## src/rtl/synth_pkg.sv

```systemverilog
// Shared constants and types for the synth keyboard front end.
// The debounce default is derived from the clock so that it stays near 1 ms.
package synth_pkg;

    localparam int NUM_KEYS         = 12;
    localparam int CLK_HZ           = 3_028_000;
    localparam int DEBOUNCE_DEFAULT = CLK_HZ / 1000;

    typedef logic [3:0] key_idx_t;

    typedef enum logic {
        ST_IDLE    = 1'b0,
        ST_SERVICE = 1'b1
    } sched_state_t;

endpackage

```

## src/rtl/key_debouncer.sv

```systemverilog
// One key front end: 2-flop synchronizer, stability counter and stable level.
// Press/release pulses are combinational and coincide with the edge on which the stable level flips.
module key_debouncer #(
    parameter int DEBOUNCE_CYCLES = synth_pkg::DEBOUNCE_DEFAULT
) (
    input  logic clk,
    input  logic rst,
    input  logic i_raw,
    output logic o_press,
    output logic o_release
);

    localparam int CW = $clog2(DEBOUNCE_CYCLES + 1);

    logic          r_sync1;
    logic          r_sync2;
    logic          r_stable;
    logic [CW-1:0] r_cnt;
    logic          w_differ;
    logic          w_flip;

    assign w_differ = (r_sync2 != r_stable);
    // The flip edge is the DEBOUNCE_CYCLES-th consecutive edge seeing a difference.
    assign w_flip   = w_differ && (r_cnt == CW'(DEBOUNCE_CYCLES - 1));

    always_ff @(posedge clk) begin
        if (rst) begin
            r_sync1  <= 1'b0;
            r_sync2  <= 1'b0;
            r_stable <= 1'b0;
            r_cnt    <= '0;
        end else begin
            r_sync1 <= i_raw;
            r_sync2 <= r_sync1;
            if (w_flip) begin
                r_stable <= ~r_stable;
                r_cnt    <= '0;
            end else if (w_differ) begin
                r_cnt <= r_cnt + 1'b1;
            end else begin
                r_cnt <= '0;
            end
        end
    end

    assign o_press   = w_flip && !r_stable;
    assign o_release = w_flip &&  r_stable;

endmodule

```

## src/rtl/key_priority_scheduler.sv

```systemverilog
// Last-note-priority key arbiter: per-key debounce, pending event flags, a press-order
// stack serviced one event per cycle, and registered one-hot/gate/strobe outputs.
module key_priority_scheduler
    import synth_pkg::*;
#(
    parameter int DEBOUNCE_CYCLES = DEBOUNCE_DEFAULT
) (
    input  logic                clk,
    input  logic                rst,
    input  logic [NUM_KEYS-1:0] keys_raw,
    output logic [NUM_KEYS-1:0] key_onehot,
    output logic [3:0]          note_idx,
    output logic                gate,
    output logic                note_change,
    output logic                dbg_state
);

    localparam logic [NUM_KEYS-1:0] ONE = {{(NUM_KEYS-1){1'b0}}, 1'b1};

    logic [NUM_KEYS-1:0] w_press;
    logic [NUM_KEYS-1:0] w_release;
    logic [NUM_KEYS-1:0] r_press_flag;
    logic [NUM_KEYS-1:0] r_release_flag;
    logic [NUM_KEYS-1:0] w_press_flag_next;
    logic [NUM_KEYS-1:0] w_release_flag_next;

    sched_state_t r_state;
    sched_state_t w_state_next;

    logic                w_svc_valid;
    logic                w_svc_is_rel;
    key_idx_t            w_svc_idx;
    logic [NUM_KEYS-1:0] w_svc_mask;

    key_idx_t            r_stack [NUM_KEYS];
    key_idx_t            w_stack_next [NUM_KEYS];
    logic [3:0]          r_count;
    logic [3:0]          w_count_next;
    logic [NUM_KEYS-1:0] w_match;
    logic                w_found;
    logic                w_seen;

    logic [NUM_KEYS-1:0] r_key_onehot;
    logic [3:0]          r_note_idx;
    logic                r_gate;
    logic                r_note_change;
    logic                w_gate_next;
    logic [3:0]          w_note_next;
    logic [NUM_KEYS-1:0] w_onehot_next;

    for (genvar g = 0; g < NUM_KEYS; g++) begin : g_key
        key_debouncer #(
            .DEBOUNCE_CYCLES(DEBOUNCE_CYCLES)
        ) u_deb (
            .clk       (clk),
            .rst       (rst),
            .i_raw     (keys_raw[g]),
            .o_press   (w_press[g]),
            .o_release (w_release[g])
        );
    end

    // Event selection: releases outrank presses, lowest index first within a class.
    always_comb begin
        w_svc_valid  = 1'b0;
        w_svc_is_rel = 1'b0;
        w_svc_idx    = '0;
        if (r_state == ST_SERVICE) begin
            if (|r_release_flag) begin
                w_svc_valid  = 1'b1;
                w_svc_is_rel = 1'b1;
                for (int i = NUM_KEYS - 1; i >= 0; i--) begin
                    if (r_release_flag[i]) w_svc_idx = key_idx_t'(i);
                end
            end else if (|r_press_flag) begin
                w_svc_valid = 1'b1;
                for (int i = NUM_KEYS - 1; i >= 0; i--) begin
                    if (r_press_flag[i]) w_svc_idx = key_idx_t'(i);
                end
            end
        end
    end

    always_comb begin
        w_svc_mask          = w_svc_valid ? (ONE << w_svc_idx) : '0;
        w_press_flag_next   = (r_press_flag   & ~(w_svc_is_rel ? '0 : w_svc_mask)) | w_press;
        w_release_flag_next = (r_release_flag & ~(w_svc_is_rel ? w_svc_mask : '0)) | w_release;
        w_state_next        = (|w_press_flag_next || |w_release_flag_next) ? ST_SERVICE : ST_IDLE;
    end

    // Stack update: push on top, or close the gap left by the released entry.
    always_comb begin
        w_stack_next = r_stack;
        w_count_next = r_count;
        w_match      = '0;
        w_found      = 1'b0;
        w_seen       = 1'b0;
        for (int i = 0; i < NUM_KEYS; i++) begin
            w_match[i] = (4'(i) < r_count) && (r_stack[i] == w_svc_idx);
        end
        w_found = |w_match;
        if (w_svc_valid && !w_svc_is_rel) begin
            w_stack_next[r_count] = w_svc_idx;
            w_count_next          = r_count + 4'd1;
        end else if (w_svc_valid && w_found) begin
            for (int i = 0; i < NUM_KEYS - 1; i++) begin
                w_seen = w_seen | w_match[i];
                if (w_seen) w_stack_next[i] = r_stack[i+1];
            end
            w_count_next = r_count - 4'd1;
        end
    end

    always_comb begin
        w_gate_next   = (r_count != 4'd0);
        w_note_next   = w_gate_next ? r_stack[r_count - 4'd1] : r_note_idx;
        w_onehot_next = w_gate_next ? (ONE << w_note_next) : '0;
    end

    always_ff @(posedge clk) begin
        if (rst) begin
            r_state        <= ST_IDLE;
            r_press_flag   <= '0;
            r_release_flag <= '0;
            r_count        <= '0;
            for (int i = 0; i < NUM_KEYS; i++) r_stack[i] <= '0;
            r_key_onehot   <= '0;
            r_note_idx     <= '0;
            r_gate         <= 1'b0;
            r_note_change  <= 1'b0;
        end else begin
            r_state        <= w_state_next;
            r_press_flag   <= w_press_flag_next;
            r_release_flag <= w_release_flag_next;
            r_count        <= w_count_next;
            r_stack        <= w_stack_next;
            r_key_onehot   <= w_onehot_next;
            r_note_idx     <= w_note_next;
            r_gate         <= w_gate_next;
            r_note_change  <= (w_onehot_next != r_key_onehot);
        end
    end

    // A release for a key absent from the stack means the flag bookkeeping is broken.
    always @(posedge clk) begin
        if (!rst && w_svc_valid && w_svc_is_rel) begin
            assert (w_found);
        end
    end

    assign key_onehot  = r_key_onehot;
    assign note_idx    = r_note_idx;
    assign gate        = r_gate;
    assign note_change = r_note_change;
    assign dbg_state   = r_state;

endmodule
```

## config.mk

```make
export PLATFORM = sky130hd
export DESIGN_NAME = key_priority_scheduler
export DESIGN_NICKNAME = d
export VERILOG_FILES = /design/src/rtl/synth_pkg.sv /design/src/rtl/key_debouncer.sv /design/src/rtl/key_priority_scheduler.sv
export SDC_FILE = /design/constraint.sdc
export NUM_CORES = 1
export LEC_CHECK = 0
export CAP_MARGIN = 30
export CORE_MARGIN = 3
export CORE_UTILIZATION = 62
export DETAILED_ROUTE_END_ITERATION = 6
export PLACE_DENSITY = 0.84
export SETUP_SLACK_MARGIN = 0.02
export SYNTH_ARGS = -nofsm -noshare
export SYNTH_HDL_FRONTEND = slang
export SYNTH_SLANG_ARGS = --single-unit
```

## constraint.sdc

```tcl
create_clock -name clk -period 9.49 [get_ports clk]
set_input_delay 1.898 -clock clk [delete_from_list [all_inputs] [get_ports clk]]
set_output_delay 1.898 -clock clk [all_outputs]
set_load 0.01 [all_outputs]
```

==> metrics.sh <==
HOLD_BUFFERS=0
CRITPATHREQUIREDTIME_NS=9.91
MAXIMUM_NUMBER_OF_PINS_ON_ONE_NET_BEFORE_GLOBAL_ROUTE_REPAIR=73
ROUTE.DETAILED.DRC=0
IO-PIN-COUNT=33
GP_CONGESTION=0.9778
FIN_WORST_SKEW_NS=0.01018
MAX_CLOCK_FREQ_MHz=238.5
YS_TOP_CELLS_BY_COUNT='sky130_fd_sc_hd__dfxtp_1 (275), sky130_fd_sc_hd__nor2_1 (261), sky130_fd_sc_hd__xnor2_1 (88)'
FINALMAXSLEWVIOLATIONS=0
MULTI_INPUT_AREA_UM2=7224
FINALINSTANCEAREA_UM2=14600
YS_TYPES=82
ENDPOINT_KIND='flip-flop'
CLOCK_POWER_SHARE_PCT=48.2
CRITICAL_PATH.REG2REG.STARTPOINT='r_release_flag[7]'
ASYNC_RESET_FF_SHARE_PCT=0
PEAKVDDDROP_V=0.0001427
DIEAREA_UM2=23080
VIAS=11143
YS_DOMINANT_REG_CELL='sky130_fd_sc_hd__dfxtp_1'
DRT.ANTENNA.VIOLATING_NETS=0
GLOBALROUTE.TOTALOVERFLOW=0
NFILLCELLS=1551
POWER.DENSITY_CELL_AREA_nW_PER_UM2=157.6
NETLIST_AREA_UM2=13200
GROUTE.USAGE.OVERALL_PCT=25.09
OUTCOME='complete, no violations'
CLK_LATENCY_NS=0.53
TIMING_HOLD_VIOLATIONS_FINAL=0
REG2REG_TO='r_stack[42]'
CORE_AREA_UM2=20560
FIN_TNS_SETUP_NS=0
SYNTH-SEQ-CELLS=275
TIMING.REG2REG.SETUP_SLACK_NS=5.30
CRITICAL_PATH_START_TYPE='flip-flop'
CLOCKBUFFERDEPTH=3
FF2FF_PATH_DEPTH=12
TOTALPOWERFINAL_uW=2302
ROUTED_WIRELENGTH_MM=29.89
DRIVE_GT1_SHARE_PCT=5.830
SW_FRAC_OF_TOTAL_PCT=20.20
ANTENNA_CELLS_INSERTED=0
NETLIST.AREA_LEADER.SHARE_PCT=41.70
GLOBAL_ROUTE_WIRE_LENGTH_BEFORE_REPAIR_MM=50.65
DIE_W_UM=151.9
VIA_COUNT_OF_THE_FIRST_GLOBAL_ROUTING_PASS=10615
LAYOUT-AREA-OVERHEAD-VS-SYNTH_PCT=10.62
FLOORPLAN.ROWS=52
POST-DP-HPWL_MM=20.41
MIN_FROM='g_key[5].u_deb.r_sync1'
INITIAL_CORE_UTIL_PCT=64.21
FINAL_STAGE_NET_COUNT=1588
GRT_ANTENNA_BEFORE_REPAIR=0
CRIT_PATH_MAX_FANOUT=25
FLOORPLAN.DIE.HEIGHT_UM=151.9
CTS_ROOT_BUFFER='sky130_fd_sc_hd__clkbuf_16'
LEADING_POST_SYNTHESIS_CELLS_BY_CELL_AREA='sky130_fd_sc_hd__dfxtp_1 (42%), sky130_fd_sc_hd__nor2_1 (7.4%), sky130_fd_sc_hd__xnor2_1 (5.8%)'
WORSTSETUPPATHTYPE='reg -> reg'
SEQUENTIAL_CELL_AREA_UM2=5505
P_SW_uW=465.1
TRITONCTS_NUM_SINKS=275
P_INT_uW=1837
MAXSLEWHEADROOM_PCT=35.64
TIMING.FINAL.SETUP_VIOLATIONS=0
WHS_PATH_DEPTH=1
WORST_PIN_SLEW_NS=0.9585
POSTCTSSETUPBUFFERS=0
MIN_TO='g_key[5].u_deb.r_sync2'
CTS-RESIZED-GATES=0
CTS_HTREE_LEVELS=1
COMB_POWER_SHARE_PCT=1.2
CTS_MADE_BUFFERS=28
PLACED_CELL_AREA_UM2=13660
DRT_PASS1_ITERATIONS=6
HOLD_PATH_CLASS='reg -> reg'
TIMING.MAX_CAP.VIOLATIONS=0
PERIOD_MINUS_SLACK_NS=4.194
SYNTHCELLS=1550
CTS_TREE='yes'
SYNTH-EDFF-COUNT=0
FIN_CRIT_SH_PCT=44.19
POST_DRT_VIA_CELL_RATIO=6.030
DR.FIRST_ITER.DRC_COUNT=1005
SEQ_POWER_SHARE_PCT=50.6
POSTSYNTHNETCOUNT=1580
CTS.CLK_SLEW.WORST_PATHS_NS=0.06
SYNTH_AREA_PER_CELL_UM2=8.517
POST-SYNTH-TOP-AREA-CELL='sky130_fd_sc_hd__dfxtp_1'
SYNTH_MOST_COMMON_CELL='sky130_fd_sc_hd__dfxtp_1'
SHARE_OF_THE_YOSYS_CHIP_AREA_BELONGING_TO_REGISTERS_PCT=41.70
GRT_SETUP_UNREPAIRED='no'
ROUTED_LENGTH_PER_INSTANCE_UM=16.17
CP_DATA_ARRIVAL_TIME_NS=4.61
PORT_BUFFERS=32
YS.WARNINGS.COUNT=0
STATIC-LEAKAGE-POWER_uW=0.004826
==> through the flow <==
stage | setup WS, ns | std cells | hold WS [ns] | util (%)
after floorplan | 5.463 | 1550 | 0.4138 | -
after global placement | 5.564 | 1798 | 0.4163 | 66.46
after detailed placement | 5.497 | 1798 | 0.4204 | 66.46
after CTS | 5.438 | 1848 | 0.4343 | 71.03
after global routing | 5.016 | 1848 | 0.4598 | 71.03
final | 5.296 | 1848 | 0.4327 | 71.03
==> flip-flops by register name, summed over array words and instances (netlist names), 4 cells and up <==
| signal | cells |
|---|---|
| note_idx | 4 |
| r_count | 4 |
| g_key.u_deb.r_sync2 | 12 |
| r_stack | 48 |
| g_key.u_deb.r_cnt | 144 |
| key_onehot | 12 |
| r_press_flag | 12 |
| r_release_flag | 12 |
| g_key.u_deb.r_stable | 12 |
| g_key.u_deb.r_sync1 | 12 |
==> how the worst max path moves through the flow <==
stage                      start     endpoint  slack (ns)  depth (start not counted)
2_1_floorplan         r_count[0]  note_change        5.46                         15
3_3_place_gp    r_press_flag[10]  r_stack[42]        5.56                         11
3_5_place_dp    r_press_flag[10]  r_stack[42]        5.50                         11
4_1_cts        r_release_flag[7]  r_stack[42]        5.44                         12
5_1_grt        r_release_flag[7]  r_stack[42]        5.02                         12
6_report       r_release_flag[7]  r_stack[42]        5.30                         12
==> placed cells by master (no fill, tap or decap), types with 6 or more instances in the layout <==
cell                              count
sky130_fd_sc_hd__dfxtp_1            275
sky130_fd_sc_hd__nor2_1             261
sky130_fd_sc_hd__xnor2_1             88
sky130_fd_sc_hd__nand2_1             85
sky130_fd_sc_hd__xor2_1              82
sky130_fd_sc_hd__a21oi_1             77
sky130_fd_sc_hd__nand3_1             60
sky130_fd_sc_hd__o21ai_0             57
sky130_fd_sc_hd__inv_1               54
sky130_fd_sc_hd__nand4_1             52
sky130_fd_sc_hd__a22oi_1             44
sky130_fd_sc_hd__or3_1               38
sky130_fd_sc_hd__nor3_1              37
sky130_fd_sc_hd__nor2b_1             35
sky130_fd_sc_hd__clkdlybuf4s50_1     31
sky130_fd_sc_hd__clkbuf_16           29
sky130_fd_sc_hd__nand2b_1            17
sky130_fd_sc_hd__a211oi_1            16
sky130_fd_sc_hd__nor4_1              16
sky130_fd_sc_hd__ha_1                16
sky130_fd_sc_hd__or4_1               13
sky130_fd_sc_hd__mux2i_1             12
sky130_fd_sc_hd__mux4_2              12
sky130_fd_sc_hd__and2_1              11
sky130_fd_sc_hd__and3_1              11
sky130_fd_sc_hd__buf_4               11
sky130_fd_sc_hd__clkbuf_8             7
sky130_fd_sc_hd__nor3b_1              6
sky130_fd_sc_hd__o31ai_1              6
sky130_fd_sc_hd__clkbuf_1             6
==> cells by family (layout without fill, tap and decap cells) <==
kind of cell,count (synthesis),after routing,share of synthesized area [%]
compound gates,272,272,13.52
xor+xnor,170,170,11.28
flops,275,275,41.70
mux,28,28,3.298
simple gates,671,671,25.09
fa+ha+maj,16,16,1.516
buf+inv,118,146,3.601
==> critical path, stage by stage, from the launching register on <==
cell                        delay (ns)
sky130_fd_sc_hd__dfxtp_1          0.35
sky130_fd_sc_hd__nor4_4           0.49
sky130_fd_sc_hd__nand3_1          0.37
sky130_fd_sc_hd__a21oi_4          0.20
sky130_fd_sc_hd__buf_4            0.38
sky130_fd_sc_hd__xor2_1           0.12
sky130_fd_sc_hd__a2111oi_0        0.44
sky130_fd_sc_hd__o221ai_1         0.19
sky130_fd_sc_hd__o21ai_1          0.15
sky130_fd_sc_hd__or3_1            0.31
sky130_fd_sc_hd__o21a_2           0.46
sky130_fd_sc_hd__o21ai_1          0.27
sky130_fd_sc_hd__mux2_2           0.34
==> power by group through the flow <==
| stage | Combinational, uW | Sequential (uW) | Clock, uW |
|---|---|---|---|
| floorplan | 19.3 | 1190 | 0 |
| CTS | 28.7 | 1160 | 1130 |
| finish | 28.3 | 1160 | 1110 |
| global route | 31.8 | 1160 | 1170 |
| global placement | 27.7 | 1190 | 0 |
| detailed placement | 28.4 | 1190 | 0 |
==> final cells by class <==
type,instances,share of cell area (%)
Multi-Input combinational cell,1157,49.47
Sequential cell,275,37.70
Inverter,54,1.388
Clock inverter,8,0.6512
Clock buffer,42,5.784
Tap cell,270,2.313
Timing Repair Buffer,42,2.690
==> metal layers <==
metal,routed length [um],track usage (%),vias to the layer above
met1,12870,33.37,5162
met2,13830,41.45,427
met3,2318,4.807,93
met4,874,8.176,0
met5,0,0,-
li1,-,-,5461
Note: power is estimated with default switching activity, not from simulation.
